## src/rtl/hazard_ctrl_pipe.sv

```systemverilog
// Control-side pipeline stage behind the opcode decoder: carries the control bundle
// through ID/EX, EX/MEM and MEM/WB, resolves load-use stalls and branch/jump flushes.
module hazard_ctrl_pipe #(
    parameter int CNT_W = 16
) (
    input  logic             clk,
    input  logic             rst,
    input  logic [8:0]       ID_Ctrl,
    input  logic             ID_Jump,
    input  logic [4:0]       ID_Rs,
    input  logic [4:0]       ID_Rt,
    input  logic [4:0]       ID_Rd,
    input  logic             EX_Zero,
    output logic             PCWrite,
    output logic             IFIDWrite,
    output logic             IFIDFlush,
    output logic             PCSrc,
    output logic             JumpSel,
    output logic [8:0]       EX_Ctrl,
    output logic [4:0]       EX_Rs,
    output logic [4:0]       EX_Rt,
    output logic [4:0]       EX_WriteReg,
    output logic [3:0]       MEM_Ctrl,
    output logic [4:0]       MEM_WriteReg,
    output logic [1:0]       WB_Ctrl,
    output logic [4:0]       WB_WriteReg,
    output logic [CNT_W-1:0] StallCount,
    output logic [CNT_W-1:0] FlushCount
);

    // Bit positions inside the decoder bundle.
    localparam int REG_DST    = 8;
    localparam int BRANCH     = 7;
    localparam int MEM_READ   = 6;
    localparam int MEM_TO_REG = 5;
    localparam int MEM_WRITE  = 2;
    localparam int REG_WRITE  = 0;

    logic taken;
    logic stall;
    logic bubble;

    assign taken  = EX_Ctrl[BRANCH] & EX_Zero;
    // A jump in ID never reads its Rs/Rt fields, so it must not trip the load-use check.
    assign stall  = EX_Ctrl[MEM_READ] & (EX_Rt != 5'd0) &
                    ((EX_Rt == ID_Rs) | (EX_Rt == ID_Rt)) & ~ID_Jump;
    assign bubble = taken | stall;

    always_comb begin
        // NOTE: every output gets a default first so no path through the block infers a latch.
        PCWrite   = 1'b1;
        IFIDWrite = 1'b1;
        IFIDFlush = 1'b0;
        PCSrc     = 1'b0;
        JumpSel   = 1'b0;
        if (taken) begin
            PCSrc     = 1'b1;
            IFIDFlush = 1'b1;
        end else if (stall) begin
            PCWrite   = 1'b0;
            IFIDWrite = 1'b0;
        end else if (ID_Jump) begin
            JumpSel   = 1'b1;
            IFIDFlush = 1'b1;
        end
    end

    // ID/EX: the only stage that can take a bubble.
    always_ff @(posedge clk or posedge rst) begin
        // NOTE: registers use non-blocking assignment so every stage samples pre-edge values.
        if (rst) begin
            EX_Ctrl     <= '0;
            EX_Rs       <= '0;
            EX_Rt       <= '0;
            EX_WriteReg <= '0;
        end else if (bubble) begin
            EX_Ctrl     <= '0;
            EX_Rs       <= '0;
            EX_Rt       <= '0;
            EX_WriteReg <= '0;
        end else begin
            EX_Ctrl     <= ID_Ctrl;
            EX_Rs       <= ID_Rs;
            EX_Rt       <= ID_Rt;
            EX_WriteReg <= ID_Ctrl[REG_DST] ? ID_Rd : ID_Rt;
        end
    end

    // EX/MEM and MEM/WB advance every cycle.
    always_ff @(posedge clk or posedge rst) begin
        if (rst) begin
            MEM_Ctrl     <= '0;
            MEM_WriteReg <= '0;
            WB_Ctrl      <= '0;
            WB_WriteReg  <= '0;
        end else begin
            MEM_Ctrl     <= {EX_Ctrl[MEM_READ], EX_Ctrl[MEM_WRITE],
                             EX_Ctrl[MEM_TO_REG], EX_Ctrl[REG_WRITE]};
            MEM_WriteReg <= EX_WriteReg;
            WB_Ctrl      <= MEM_Ctrl[1:0];
            WB_WriteReg  <= MEM_WriteReg;
        end
    end

    always_ff @(posedge clk or posedge rst) begin
        if (rst) begin
            StallCount <= '0;
            FlushCount <= '0;
        end else begin
            if (stall && !taken && (StallCount != '1)) StallCount <= StallCount + CNT_W'(1);
            if (IFIDFlush && (FlushCount != '1))       FlushCount <= FlushCount + CNT_W'(1);
        end
    end

endmodule

```

## config.mk

```make
export PLATFORM = sky130hd
export DESIGN_NAME = hazard_ctrl_pipe
export DESIGN_NICKNAME = d
export VERILOG_FILES = /design/src/rtl/hazard_ctrl_pipe.sv
export SDC_FILE = /design/constraint.sdc
export NUM_CORES = 1
export LEC_CHECK = 0
export ABC_AREA = 1
export ABC_CLOCK_PERIOD_IN_PS = 3350
export BUFFER_PORTS_ARGS = -buffer_cell sky130_fd_sc_hd__buf_2
export CAP_MARGIN = 5
export CORE_MARGIN = 2
export CORE_UTILIZATION = 45
export CTS_BUF_LIST = sky130_fd_sc_hd__clkbuf_8
export DETAILED_ROUTE_END_ITERATION = 7
export GPL_ROUTABILITY_DRIVEN = 1
export GPL_TIMING_DRIVEN = 0
export PLACE_DENSITY_LB_ADDON = 0.1
export SYNTH_ARGS = -nofsm -noshare
export SYNTH_HDL_FRONTEND = slang
export SYNTH_SLANG_ARGS = --single-unit
```

## constraint.sdc

```tcl
create_clock -name clk -period 3.35 [get_ports clk]
set_clock_uncertainty 0.05 [all_clocks]
set_input_delay 0.67 -clock clk [delete_from_list [all_inputs] [get_ports clk]]
set_output_delay 0.67 -clock clk [all_outputs]
set_load 0.01 [all_outputs]
```

# ---- Word-level counts from Yosys, hierarchy flattened
# Cells that the tools add are included.
dict set report word_totals {
  memories 0
  rom_bits 0
  output_inout_bits 77
  latch_bits 0
  wordCells 40
  register_bits 72
  ramBits 0
}
dict set report op_classes {
  n_shift 0
  n_mux 12
  order_cmp 0
  div 0
  add_sub_neg 2
  bitwise_logic 7
  n_mul 0
  n_eq_ne 4
  n_reduce_logical 5
}
# operator n
set op_table {}
lappend op_table {{$add 16x1->16 const B} 2}
lappend op_table {{$ne 16x16->1 const B} 2}
lappend op_table {{$mux 5} 4}
lappend op_table {{$eq 5x5->1} 2}
lappend op_table {{$mux 9} 1}
lappend op_table {{$mux 1} 7}
lappend op_table {{$reduce_bool 5->1} 1}
lappend op_table {{$and 1x1->1} 4}
lappend op_table {{$logic_and 1x1->1} 3}
lappend op_table {{$or 1x1->1} 2}
lappend op_table {{$logic_not 1->1} 1}
lappend op_table {{$not 1->1} 1}

# ---- Depth between registers and ports, before layout
# Gate-level depths: netlist of run 1.
dict set report depth {
  ltp_word 7
  depth_mapped 11
}

# ---- Least setup slack after synthesis of run 1
# No wires, ideal clock.
dict set report synth_timing {
  path_type {input port to output port}
  start {input ID_Rt[4]}
  end {output PCWrite}
  path_buffers 1
  setup_slack_ns 1.255
  t_arrival_ns 1.375
  t_required_ns 2.630
  stages 8
  cell_sequence {inv_1 > nand2_1 > nand2_1 > nor2_1 > nand3_1 > nand2_2 > nand3_2 > buf_4}
}
dict set report synth_via {
  elab_chain_len 6
}
# element line_no
set synth_rtl {}
lappend synth_rtl {{from (decl)} 11} ;# input logic [4:0] ID_Rt,
lappend synth_rtl {{$eq 5x5->1} 46} ;# ((EX_Rt == ID_Rs) | (EX_Rt == ID_Rt)) & ~ID_Jump;
lappend synth_rtl {{$or 1x1->1} 46}
lappend synth_rtl {{$and 1x1->1} 45} ;# assign stall = EX_Ctrl[MEM_READ] & (EX_Rt != 5'd0) &
lappend synth_rtl {{$and 1x1->1} 46}
lappend synth_rtl {{$mux 1 (2 in a row)} n/a}
lappend synth_rtl {{to (decl)} 14} ;# output logic PCWrite,
# Every way passes these cells.

# ---- Worst setup path after layout of run 1
dict set report layout_timing {
  start {register EX_Rt[0]}
  end {output PCWrite}
}
dict set report layout_via {
  elab_chain_len 6
  word_cells_on_any_way 9
  cone_classes {2 x eq/ne; 2 x mux; 4 x bitwise; 1 x reduce/logical}
}
# element line_no
set layout_rtl {}
lappend layout_rtl {{from (decl)} 21} ;# output logic [4:0] EX_Rt,
lappend layout_rtl {{from (signal assigned)} 84} ;# EX_Rt <= ID_Rt;
lappend layout_rtl {{$eq 5x5->1 / $reduce_bool 5->1 (equally long branches)} {46, 45}}
lappend layout_rtl {{$or 1x1->1 / $and 1x1->1 (equally long branches)} {46, 45}}
lappend layout_rtl {{$and 1x1->1 *} 45}
lappend layout_rtl {{$and 1x1->1 *} 46}
lappend layout_rtl {{$mux 1 *} 59} ;# end else if (stall) begin
lappend layout_rtl {{$mux 1 *} 56} ;# if (taken) begin
# Every way passes the cells marked *; elsewhere a longest branch is shown, timed or not.

==> results of run 1 <==
[routing by layer]
layer | wire length [um] | global-route usage
met4 | 155 | 0.1004
met2 | 3222 | 0.2754
met3 | 436 | 0.05171
met1 | 3355 | 0.2469
met5 | 0 | 0
[state kept, by name, summed over array words and instances (netlist names)]
name / flops
EX_WriteReg: 5
FlushCount: 16
StallCount: 16
WB_WriteReg: 5
WB_Ctrl: 2
MEM_Ctrl: 4
EX_Ctrl: 9
MEM_WriteReg: 5
EX_Rt: 5
EX_Rs: 5
[power breakdown]
part	internal (uW)	switching (uW)
logic	164	239
registers	967	91.4
clock network	420	335
[critical path: stages (launching register included)]
cell and delay [ns]:
dfrtp_1 0.43, nor2_1 0.12, nor2_1 0.05, nor2_1 0.11, nand3_1 0.10, nand2_2 0.12
nand3_2 0.12, buf_4 0.16, buf_2 0.13
[cell usage after synthesis]
cell type  count  area [um2]
nor2_4         1       11.26
inv_2          4       15.01
nor2_1        59       221.5
a21oi_1        5       25.02
nor3_2         1       10.01
clkbuf_1       1       3.750
ha_1           2       25.02
inv_1         41       153.9
xor2_1        17       148.9
nand3_1       15       75.07
nor3b_2        1       12.51
nand3_2        2       20.02
nand3b_1       2       15.01
nand4_2        1       12.51
nand2_1      119       446.7
nor3_1         5       25.02
nor2_2         2       12.51
buf_2          4       20.02
nand2_2        2       12.51
xnor2_1       13       113.9
buf_4          3       22.52
o21ai_0        3       15.01
o21ai_1        5       25.02
dfrtp_1       72        1802
nand4_1        6       37.54
[cell type report]
class	instances	area, um2	area share
plain buffers	8	46.29	0.01116
clock buffers	9	123.9	0.02986
clock inverters	7	96.34	0.02322
inverters	45	171.4	0.04131
multi-input cells	261	1265	0.3049
flip-flops and latches	72	1802	0.4343
well taps	99	123.9	0.02986
repair buffers	104	520.5	0.1255
[metrics by stage]
stage | instance area [um2] | util
3_3_place_gp | 3926 | 0.5472
5_1_grt | 4149 | 0.5782
3_5_place_dp | 3929 | 0.5475
4_1_cts | 4149 | 0.5782
2_1_floorplan | 3282 | -
6_report | 4149 | 0.5782
[worst paths after layout]
path / start / to / slack, ns / cells after the start
setup / recovery: EX_Rt[0] / PCWrite / 0.95 / 8
hold / removal: MEM_WriteReg[0] / WB_WriteReg[0] / 0.32 / 0
setup reg to reg: StallCount[0] / StallCount[8] / 1.51 / 8
hold reg to reg: MEM_WriteReg[0] / WB_WriteReg[0] / 0.32 / 0
max in group asynchronous: rst / EX_Rs[0] / 2.25 / 2
min in group asynchronous: rst / StallCount[9] / 0.45 / 2
[cells by family (layout without fill, tap and decap cells)]
family | Yosys count | in the layout
xor gates and xnor gates | 30 | 30
DFF | 72 | 72
buffers and inverters | 53 | 173
and+or+nand+nor | 216 | 216
AOI/OAI and AO/OA | 13 | 13
adders and majority gates | 2 | 2
==> results.cfg, run 1 <==
[status]
status = finished clean

[final_layout]
instances_no_fill = 605
diodes = 0
drive_gt1_frac = 0.2787
most-common-layout-cells = nand2_1 (119), buf_2 (108), dfrtp_1 (72)
fin_nets = 531
final_common_cell = nand2_1
fillCellCount = 662
area_growth_pct = 26.42

[clock_tree]
cts_max_level = 3
clkSinkCount = 72
cts_tree = built
cts_hold_buf = 0
clock_latency_ns = 0.35
cts_buffer_depth = 2
post_cts_resized = 0
cts_made_buffers = 9
clkTransAtPathRegs_ns = 0.08
cts_setup_buffers = 0
cts_root_buffer = clkbuf_8

[floorplan]
die_w_um = 89.40
num_io_pins = 105
rows = 31
core_region_area_um2 = 7176
die-area_um2 = 7992
dieHeight_um = 89.40
initial_core_util = 0.4574

[sta]
timing.fmax_mhz = 416.8
fin_setup_tns_ns = 0
period_needed_ns = 2.399
rsz0062_at_grt = no
worst_slew_pin_slew_ns = 0.8600
finalHoldViolations = 0
holdWs_ns = 0.3198
max-slew-margin-rel = 0.4267
slew_violations = 0
fin_crit_sh = 0.7161
layout_setup_ws_ns = 0.9510
finalSetupViolCount = 0

[synthesis]
syn_area_um2 = 3282
seq_area_frac_synth = 0.5490
syn-num-nets = 416
syn-mean-instance-area_um2 = 8.502
yosysWarnings = 0
syn_inst = 386
synthMuxAreaShare = 0
synth_top_family_by_area = simple AND/OR/NAND/NOR gates
synth_seq_cells = 72
synthXorXnorAreaFrac = 0.08006
yosys.area_share.adder = 0.007625
ys_types = 25
synth_compound_area_frac = 0.01982
yosys.area_share.simple = 0.2779

[place]
pre_cts_slack_ns = 0.9831
dp_hpwl_mm = 5.251
io_buffers = 104
placed_cells = 589
place.gp.congestion = 0.8546

[grt]
grt_max_degree = 73
grt_overflow = 0
gr-usage-all-layers = 0.1859
antenna_found_initial = 0
grt_first_pass_wirelength_mm = 11.16
grt_pass1_vias = 2424

[power]
total_power_uw = 2217
leakagePower_uw = 0.002307
vdd_drop_max_v = 0.0002647
power_density_nw_per_um2 = 534.2

[critical_path]
required_ns = 2.63
startpoint_type = flop
critPathKind = flop to output port
worstPathArrival_ns = 1.68
end_kind = output port
path_max_fanout = 6

[drt]
route.antenna.remaining_nets = 0
wl_mm = 7.168
firstDrtPassIters = 4
routedWlPerCell_um = 11.85
drt_iter0_drc = 124
vias = 2757
drc_errors = 0
via_per_inst = 4.557

[min_path]
hp-class = flop to flop

[flow_run]
drv_cap = 0
Power figures use the tool's default switching activity.
==> run 2, diff against run 1 <==
--- a/config.mk
+++ b/config.mk
@@ -6,7 +6,7 @@
 export NUM_CORES = 1
 export LEC_CHECK = 0
 export ABC_AREA = 1
-export ABC_CLOCK_PERIOD_IN_PS = 3350
+export ABC_CLOCK_PERIOD_IN_PS = 2300
 export BUFFER_PORTS_ARGS = -buffer_cell sky130_fd_sc_hd__buf_2
 export CAP_MARGIN = 5
 export CORE_MARGIN = 2
==> constraint.sdc (replaced) <==
create_clock -name clk -period 2.3 [get_ports clk]
set_clock_uncertainty 0.05 [all_clocks]
set_input_delay 0.46 -clock clk [delete_from_list [all_inputs] [get_ports clk]]
set_output_delay 0.46 -clock clk [all_outputs]
set_load 0.01 [all_outputs]
==> run 2 against run 1 <==
Net effect: final cell count increased by 0.17%; sequential power up 45%; critical endpoint unchanged; via count shrank 0.29%; combinational power up 48%; global-route usage rose by 0.15 points; first-iteration DRC count shrank 31%.
==> results.cfg, run 2 (synthesis results as in run 1) <==
[status]
status = finished clean

[final_layout]
largestRegisters = FlushCount (16), StallCount (16), EX_Ctrl (9)
instances_no_fill = 606
most-common-layout-cells = nand2_1 (119), buf_2 (108), dfrtp_1 (71)
final_common_cell = nand2_1
multiInputGateArea_um2 = 1277
area_growth_pct = 27.60
fin_nets = 533
design_area_um2 = 4188
diodes = 0
fillCellCount = 677
register_area_um2 = 1803
drive_gt1_frac = 0.2880

[sta]
finalSetupViolCount = 0
finalHoldViolations = 0
worst_slew_pin_slew_ns = 0.7859
slew_violations = 0
fin_crit_sh = 0.9492
period_needed_ns = 2.183
timing.fmax_mhz = 458.1
max-slew-margin-rel = 0.4750

[power]
leakagePower_uw = 0.002312
vdd_drop_max_v = 0.0003839
switching_share = 0.3000
power.switching_uw = 971.1
power_frac_comb = 0.184
seqPwrFrac = 0.477
p_int_uw = 2266
power_density_nw_per_um2 = 773.0
pwr-share-clk = 0.339

[floorplan]
die-area_um2 = 7992
dieHeight_um = 89.40
num_io_pins = 105
rows = 31
die_w_um = 89.40
core_region_area_um2 = 7176
initial_core_util = 0.4574

[critical_path]
cp_num_buf_inv = 2
startpoint_type = flop
r2r_end = StallCount[5]
r2r_setup_slack_ns = 0.46
rr_worst_depth = 8
worstPathArrival_ns = 1.67
cp_top_family = simple AND/OR/NAND/NOR gates
path_max_fanout = 6
slowest_stage = dfrtp_2
cpMostUsedCell = nor2_1
required_ns = 1.79
crit_chain = nor2_2, nor2_1, nor2_1, nand3_1, nand2_2, nand3_4, buf_4, buf_2
crit_path_max_incr_delay_ns = 0.46
critPathKind = flop to output port
r2r-start = StallCount[0]
end_kind = output port

[drt]
firstDrtPassIters = 4
wl_mm = 7.167
drc_errors = 0
routedWlPerCell_um = 11.83
via_per_inst = 4.536
route.antenna.remaining_nets = 0
vias = 2749
drt_iter0_drc = 86

[place]
placed_cells = 590
io_buffers = 104
placed_area_um2 = 3950
place.gp.congestion = 0.8594
dp_hpwl_mm = 5.343

[clock_tree]
cts_tree = built
cts_made_buffers = 9
cts_max_level = 3
cts_root_buffer = clkbuf_8
clock_latency_ns = 0.34
clkSinkCount = 72
cts_hold_buf = 0
cts_buffer_depth = 2
clkTransAtPathRegs_ns = 0.08

[flow_run]
drv_cap = 0

[grt]
grt_first_pass_wirelength_mm = 11.16
gr-usage-all-layers = 0.1873
grt_overflow = 0
grt_pass1_vias = 2377
antenna_found_initial = 0
grt_max_degree = 38

[min_path]
hp-class = primary input to async pin
==> run 2: worst max path at each step <==
stage	startpoint	endpoint	slack [ns]	depth (start not counted)
floorplan	ID_Rt[4]	PCWrite	0.63	8
global placement	ID_Rt[4]	PCWrite	0.35	10
detailed placement	ID_Rt[4]	PCWrite	0.35	10
CTS	EX_Rt[0]	PCWrite	0.09	8
global route	EX_Rt[0]	PCWrite	-0.003	8
finish	EX_Rt[0]	PCWrite	0.12	8
==> run 2: power groups by stage <==
stage | Sequential, uW | Clock, uW | Combinational [uW]
after floorplan | 1620 | 0 | 285
after detailed placement | 1570 | 0 | 601
after global routing | 1570 | 1190 | 686
after global placement | 1560 | 0 | 587
after CTS | 1540 | 1120 | 605
final | 1540 | 1100 | 595
==> run 2: cell type report <==
cell class,count,area share
Buffer,8,0.01105
Clock buffer,9,0.02958
Clock inverter,6,0.02211
Inverter,45,0.04123
Multi-Input combinational cell,261,0.3051
Sequential cell,72,0.4305
Tap cell,99,0.02958
Timing Repair Buffer,106,0.1309
==> run 2: per-layer routing <==
layer	global-route usage	share of wire	vias up
li1	-	-	1410
met1	0.2531	0.46	1260
met2	0.2768	0.47	69
met3	0.06556	0.056	10
met4	0.07463	0.014	0
met5	0	0	-
==> run 2: repair_timing <==
item                       in CTS  in global routing
gates resized for setup         0                  4
buffers inserted                0                  1
hold endpoints to repair        0                  0
setup endpoints to repair       0                  1
==> run 2: through the flow <==
step                setup TNS [ns]  setup slack [ns]  utilization  hold WS (ns)  power [uW]
finish                           0            0.1169       0.5836        0.1960        3237
global route             -0.002858         -0.002858       0.5836        0.2358        3443
CTS                              0           0.09447       0.5806        0.2115        3272
detailed placement               0            0.3472       0.5505        0.3029        2169
global placement                 0            0.3496       0.5477        0.3020        2151
floorplan                        0            0.6252            -        0.3660        1907
==> run 3, diff against run 2 <==
--- a/config.mk
+++ b/config.mk
@@ -9,7 +9,6 @@
 export ABC_CLOCK_PERIOD_IN_PS = 2300
 export BUFFER_PORTS_ARGS = -buffer_cell sky130_fd_sc_hd__buf_2
 export CAP_MARGIN = 5
-export CORE_MARGIN = 2
 export CORE_UTILIZATION = 45
 export CTS_BUF_LIST = sky130_fd_sc_hd__clkbuf_8
 export DETAILED_ROUTE_END_ITERATION = 7
==> run 3 against run 2 <==
Net effect: die area fell by 4.4%; largest cell class unchanged; non-clock buffer count rose by 3; design area rose by 1.2%; highest routed layer unchanged; setup slack improved by 0.019 ns; via count rose by 2.6%; hold slack got worse by 0.094 ns; sequential power barely moved; critical path type unchanged; fmax rose by 0.88%.
==> results.cfg, run 3 (synthesis results as in run 1) <==
[place]
place.gp.congestion = 0.8249
dp_hpwl_mm = 5.432
io_buffers = 104

[critical_path]
worstPathArrival_ns = 1.65
startpoint_type = flop
end_kind = output port
required_ns = 1.79
path_max_fanout = 6
critPathKind = flop to output port

[power]
leakagePower_uw = 0.002349
seqPwrFrac = 0.464
total_power_uw = 3328
pwr-share-clk = 0.355
power_frac_comb = 0.181
power_density_nw_per_um2 = 785.4
vdd_drop_max_v = 0.0003284
power.switching_uw = 956.7
switching_share = 0.2874
p_int_uw = 2372

[grt]
grt_max_degree = 31
antenna_found_initial = 0
grt_overflow = 0
grt_pass1_vias = 2507
gr-usage-all-layers = 0.1999
grt_first_pass_wirelength_mm = 11.63

[floorplan]
dieHeight_um = 87.40
initial_core_util = 0.4752
die_w_um = 87.40
die-area_um2 = 7639
core_region_area_um2 = 6907
num_io_pins = 105
rows = 30

[drt]
routedWlPerCell_um = 11.82
vias = 2821
firstDrtPassIters = 4
route.antenna.remaining_nets = 0
via_per_inst = 4.655
drt_iter0_drc = 106
drc_errors = 0
wl_mm = 7.163

[status]
status = finished clean

[clock_tree]
cts_buffer_depth = 2
cts_made_buffers = 9
clock_latency_ns = 0.34
cts_tree = built
cts_root_buffer = clkbuf_8
clkSinkCount = 72
clkTransAtPathRegs_ns = 0.08
cts_hold_buf = 0
cts_max_level = 3

[final_layout]
area_growth_pct = 29.13
finish.utilization = 0.6136
final_common_cell = nand2_1
largestRegisters = FlushCount (16), StallCount (16), EX_Ctrl (9)
fin_nets = 536
diodes = 0
drive_gt1_frac = 0.2843
most-common-layout-cells = nand2_1 (119), buf_2 (108), dfrtp_1 (72)

[sta]
finalHoldViolations = 0
rsz0062_at_grt = no
timing.fmax_mhz = 462.1
max-slew-margin-rel = 0.6484
slew_violations = 0
fin_setup_tns_ns = 0
fin_crit_sh = 0.9409
worst_slew_pin_slew_ns = 0.5263
period_needed_ns = 2.164
finalSetupViolCount = 0

[min_path]
hp-class = primary input to async pin

[flow_run]
drv_cap = 0
## run 3: worst paths after layout
check	cells past startpoint	end	from	slack, ns
worst max-delay path	8	PCWrite	EX_Rt[0]	0.14
worst min-delay path	2	MEM_Ctrl[2]	rst	0.10
worst max register to register	9	FlushCount[8]	FlushCount[0]	0.45
worst min register to register	0	WB_WriteReg[4]	MEM_WriteReg[4]	0.32
max in group asynchronous	3	StallCount[3]	rst	1.58
min in group clk	3	EX_Ctrl[3]	ID_Ctrl[3]	0.27
## run 3: power groups by stage
stage | logic, uW | clock network, uW | registers, uW
floorplan | 285 | 0 | 1620
global placement | 581 | 0 | 1560
detailed placement | 604 | 0 | 1570
CTS | 607 | 1210 | 1540
global route | 682 | 1260 | 1570
finish | 602 | 1180 | 1540
## run 3: cell type report
type	count	area, um2
Fill cell	662	2669
Sequential cell	72	1802
Multi-Input combinational cell	261	1272
Timing Repair Buffer	109	590.6
Inverter	45	172.7
Clock buffer	9	123.9
Tap cell	96	120.1
Clock inverter	6	110.1
Buffer	8	46.29
## run 3: repair_timing
action | CTS | global route
gates resized for setup | 0 | 1
endpoints found under the setup margin | 0 | 1
buffers inserted | 0 | 3
## run 3: through the flow
stage	setup WS, ns	hold WS (ns)	cells	instance area [um2]
final	0.1360	0.1024	606	4238
after global routing	0.002064	0.1257	606	4238
after global placement	0.3376	0.3023	586	3926
after CTS	0.08554	0.1077	603	4208
after detailed placement	0.3313	0.3076	588	3974
after floorplan	0.6252	0.3660	386	3286
## run 3: layer usage
metal | vias to the layer above | part of all wire | GRT usage
met2 | 74 | 0.48 | 0.3267
met4 | 0 | 0.019 | 0.09687
li1 | 1421 | - | -
met3 | 12 | 0.046 | 0.03128
met5 | - | 0 | 0
met1 | 1314 | 0.45 | 0.2588
## run 3: worst max-delay path: stages (launching register included)
cell and delay, ns:
dfrtp_1 0.42, buf_4 0.15, nor2_1 0.13, nand3_1 0.10
nand3_1 0.09, inv_1 0.10, nand3_4 0.11, buf_4 0.11
buf_2 0.11
